<file path="config.mk">
export PLATFORM = sky130hd
export DESIGN_NAME = message_stream_splitter
export DESIGN_NICKNAME = d
export VERILOG_FILES = /design/src/rtl/message_stream_splitter.sv
export SDC_FILE = /design/constraint.sdc
export NUM_CORES = 1
export LEC_CHECK = 0
export CAP_MARGIN = 20
export CELL_PAD_IN_SITES_DETAIL_PLACEMENT = 2
export CELL_PAD_IN_SITES_GLOBAL_PLACEMENT = 2
export CORE_MARGIN = 2
export CORE_UTILIZATION = 27
export DETAILED_ROUTE_END_ITERATION = 12
export HOLD_SLACK_MARGIN = 0.02
export PLACE_DENSITY_LB_ADDON = 0.1
export SETUP_SLACK_MARGIN = 0.3
export SYNTH_ARGS = -nofsm -noshare
export SYNTH_HDL_FRONTEND = slang
export SYNTH_SLANG_ARGS = --single-unit
</file>
<file path="constraint.sdc">
create_clock -name clk -period 2.18 [get_ports clk]
set_input_delay 0.436 -clock clk [delete_from_list [all_inputs] [get_ports clk]]
set_output_delay 0.436 -clock clk [all_outputs]
set_load 0.01 [all_outputs]
</file>
<file path="src/rtl/message_stream_splitter.sv">
`default_nettype none
// +--------------------------------------------------------------------------+
// | message_stream_splitter: routes header-framed payloads to N streams.     |
// | Revision: 1.0                                                            |
// +--------------------------------------------------------------------------+
module message_stream_splitter #(
  parameter int N_STREAMS             = 2,
  parameter int LOG_N_STREAMS         = 1,
  parameter int WIDTH                 = 32,
  parameter int MAX_PACKET_LENGTH     = 16,
  parameter int LOG_MAX_PACKET_LENGTH = 5
) (
  input  logic                 clk,
  input  logic                 rst_n,
  input  logic [WIDTH-1:0]     in_data,
  input  logic                 in_nd,
  output logic [WIDTH-1:0]     out_data,
  output logic [N_STREAMS-1:0] out_nd,
  output logic                 error
);

  localparam logic [LOG_N_STREAMS:0]         c_n_streams = (LOG_N_STREAMS+1)'(N_STREAMS);
  localparam logic [LOG_MAX_PACKET_LENGTH:0] c_max_len   = (LOG_MAX_PACKET_LENGTH+1)'(MAX_PACKET_LENGTH);
  localparam logic [LOG_MAX_PACKET_LENGTH-1:0] c_len_one = LOG_MAX_PACKET_LENGTH'(1);
  localparam logic [N_STREAMS-1:0]           c_nd_one    = N_STREAMS'(1);

  typedef enum logic [1:0] {
    IDLE    = 2'd0,
    PAYLOAD = 2'd1,
    DISCARD = 2'd2
  } state_t;

  state_t                           r_state, w_state_next;
  logic [LOG_MAX_PACKET_LENGTH-1:0] r_remaining, w_remaining_next;
  logic [LOG_N_STREAMS-1:0]         r_stream, w_stream_next;
  logic [WIDTH-1:0]                 r_out_data;
  logic [N_STREAMS-1:0]             r_out_nd;
  logic                             r_error;
  logic                             w_err_set;
  logic                             w_emit;

  logic                             w_flag;
  logic [LOG_MAX_PACKET_LENGTH-1:0] w_len;
  logic [LOG_N_STREAMS-1:0]         w_sid;
  logic                             w_sid_ok;
  logic                             w_len_ok;
  logic                             w_last;

  assign w_flag   = in_data[WIDTH-1];
  assign w_len    = in_data[LOG_MAX_PACKET_LENGTH-1:0];
  assign w_sid    = in_data[LOG_MAX_PACKET_LENGTH+LOG_N_STREAMS-1:LOG_MAX_PACKET_LENGTH];
  assign w_sid_ok = ({1'b0, w_sid} < c_n_streams);
  assign w_len_ok = ({1'b0, w_len} <= c_max_len);
  assign w_last   = (r_remaining == c_len_one);

  always_comb begin
    w_state_next     = r_state;
    w_remaining_next = r_remaining;
    w_stream_next    = r_stream;
    w_err_set        = 1'b0;
    w_emit           = 1'b0;
    if (in_nd) begin
      case (r_state)
        IDLE: begin
          if (!w_flag) begin
            w_err_set = 1'b1;
          end else if (w_len == '0) begin
            // Empty packet: legal only when the stream id is in range.
            w_err_set = !w_sid_ok;
          end else if (w_sid_ok && w_len_ok) begin
            w_stream_next    = w_sid;
            w_remaining_next = w_len;
            w_state_next     = PAYLOAD;
          end else begin
            w_err_set        = 1'b1;
            w_remaining_next = w_len;
            w_state_next     = DISCARD;
          end
        end
        PAYLOAD: begin
          w_emit           = 1'b1;
          w_remaining_next = r_remaining - c_len_one;
          if (w_last) w_state_next = IDLE;
        end
        DISCARD: begin
          w_remaining_next = r_remaining - c_len_one;
          if (w_last) w_state_next = IDLE;
        end
        default: begin
          w_state_next = IDLE;
        end
      endcase
    end
  end

  always_ff @(posedge clk or negedge rst_n) begin
    if (!rst_n) begin
      r_state     <= IDLE;
      r_remaining <= '0;
      r_stream    <= '0;
      r_out_data  <= '0;
      r_out_nd    <= '0;
      r_error     <= 1'b0;
    end else begin
      r_state     <= w_state_next;
      r_remaining <= w_remaining_next;
      r_stream    <= w_stream_next;
      r_out_nd    <= w_emit ? (c_nd_one << r_stream) : '0;
      if (w_emit) r_out_data <= in_data;
      if (w_err_set) r_error <= 1'b1;
    end
  end

  assign out_data = r_out_data;
  assign out_nd   = r_out_nd;
  assign error    = r_error;

endmodule
`default_nettype wire
</file>
==> flow_summary.toml <==
[global_routing]
grt-ovfl-total = 0
grt_max_degree = 19
grt_usage = 0.145
gr-usage-met1 = 0.178
grt_pass1_wl_um = 8270
grt_pass1_vias = 1625
use_met3 = 0.0333
use_met2 = 0.250
top_usage_layer = "met2"
antenna_found_initial = 0

[cells_and_area]
area_delta_synth_final_pct = 52.4
diodes = 0
drive_above_1_share = 0.261
fin_nets = 264

[setup_path]
critical_path.cell_chain = "clkdlybuf4s50_1, or4_4, o21ai_4, a21oi_1, a211o_1"
end_kind = "flop"
slowest_delay_ns = 0.54
path_max_fanout = 5
cp_data_required_time_ns = 2.37
cp_slowest_cell = "or4_4"
cp_data_arrival_time_ns = 2.02
path_class = "primary input to flop"
crit_buf_inv = 1
crit_family = "compound AO/OA/AOI/OAI gates"
start_kind = "primary input"

[power_and_ir_drop]
ir_drop_uv = 414
total_power_uw = 3780
power.density_mw_per_mm2 = 1350
power_leakage_uw = 0.00119

[cts]
clk-insertion-delay-late_ns = 0.29
root_buffer = "clkbuf_8"
clk_pin_slew_ns = 0.08
cts_buffer_depth = 2
cts_buffers = 5
cts_htree_levels = 2
cts_tree = "built"
cts.sinks = 43

[synth]
synthTopCellsByCount = "dfrtp_1 (43), mux2_2 (30), nand2_1 (11), inv_1 (9), a21oi_1 (6)"
netlist_instances = 142
yosysTopAreaCell = "dfrtp_1"
ys_warn_count = 0
synth_most_common_cell = "dfrtp_1"
ys_seq_area_frac = 0.584
yosys.cell_types.count = 31
avgSynthCellArea_sq_um = 13.0
async_flop_share = 1.00
synth_nets = 181
ys_ff_latch = 43
synth_edf_count = 0
synth_ff_type = "dfrtp_1"
synth_area_leaders = "dfrtp_1 (58%), mux2_2 (18%), ha_1 (2.7%), nand2_1 (2.2%), inv_1 (1.8%)"
syn_area_sq_mm = 0.00184
synth_top_area_share = 0.584

[timing]
tightest_slew_ns = 0.425
fin_crit_sh = 0.839
whs_ns = 0.0731
final-hold-violation-count = 0
period_needed_ns = 1.83
finalSetupViolCount = 0
max_slew_margin = 0.712
fin_ws_ns = 0.352
fin_skew_ns = 0.00820
grt_setup_unrepaired = "true"
fmax_ghz = 0.547
final_max_slew_viol_count = 0

[min_path]
hold_path_class = "primary input to async pin"

[route]
detail-route-antenna-nets = 0
first_iter_violations = 14
drcViolationCount = 0
post_drt_wl_per_cell_um = 17.0
avgViaCountPerCell = 4.78
vias = 1462
drt_pass1_iterations = 4
wirelength_um = 5200

[floorplan]
start_util = 0.276
io_pins = 70
row_count = 30
core-area_sq_mm = 0.00668
die_x_um = 86.6
die_h_um = 86.6
dieArea_sq_mm = 0.00750

[run_status]
status = "finished clean"

[placed_design]
pre_cts_slack_ns = -0.0318
gp_congestion = 0.793
numPortBuffers = 69
dp.final_hpwl_um = 4000

[job]
drv_cap = 0
==> where the power goes <==
group | total [uW] | leakage (uW) | switching, uW | internal, uW
logic | 1860 | 0.000644 | 768 | 1090
registers | 1420 | 0.000503 | 232 | 1190
clock network | 496 | 0.0000412 | 272 | 224
==> logic make-up after synthesis <==
| logic type | count (synthesis) | share of synthesized area |
|---|---|---|
| flip-flops | 43 | 0.584 |
| AO/OA/AOI/OAI | 24 | 0.0972 |
| adder cells (fa/ha/maj) | 4 | 0.0272 |
| AND/OR/NAND/NOR | 28 | 0.0815 |
| multiplexers | 30 | 0.183 |
| buffers and inverters | 13 | 0.0265 |
==> sequential cells by signal, indices dropped and copies added, names as in the netlist <==
name,flops
out_data,32
r_remaining,5
out_nd,2
r_state,2
error,1
r_stream,1
==> final timing paths <==
check	to	from	slack (ns)	cells after the start
worst max-delay path	r_remaining[4]	in_data[1]	0.35	5
worst min-delay path	out_data[2]	rst_n	0.07	1
worst max register to register	r_remaining[3]	r_state[1]	0.39	6
worst min register to register	out_nd[0]	r_stream	0.48	1
max in group asynchronous	out_data[17]	rst_n	1.51	2
min in group clk	out_nd[0]	r_stream	0.48	1
==> metal layers <==
layer  share of wire  up-vias
li1                -      669
met3           0.049        6
met2            0.50       44
met4           0.013        0
met1            0.43      743
met5               0        -
==> cell type report <==
type	instances	area (sq um)
clock buffers	6	72.6
clock inverters	2	12.5
fillers	695	3870
inverters	9	33.8
multi-input cells	87	746
flip-flops and latches	43	1080
well taps	80	100
repair buffers	79	766
==> cells in the final DEF, fill, tap and decap left out, drive strengths merged, types with 2 or more instances in the layout <==
cell            n
a211o           3
o21ai           5
inv             9
ha              4
nand2          11
mux2           30
nand3b          3
and3            2
clkdlybuf4s50  66
dlymetal6s2s    2
nand3           2
clkbuf          6
a21oi           6
buf            11
o32ai           2
dfrtp          43
nor2            3
==> repair_timing <==
item                       4_1_cts  5_1_grt
resized for setup                0        7
setup buffers                    0        0
pin swaps                        1        4
setup endpoints to repair        1        7
cloned                           1        0
hold buffers                     0        0
==> through the flow <==
| stage | instance area, sq um | std cells | setup TNS [ns] | utilization |
|---|---|---|---|---|
| after floorplan | 1840 | 142 | 0 | - |
| after global placement | 2690 | 297 | 0 | 0.402 |
| after detailed placement | 2690 | 297 | -0.0613 | 0.402 |
| after CTS | 2780 | 306 | 0 | 0.416 |
| after global routing | 2810 | 306 | 0 | 0.420 |
| final | 2810 | 306 | 0 | 0.420 |
Power figures use the tool's default switching activity.
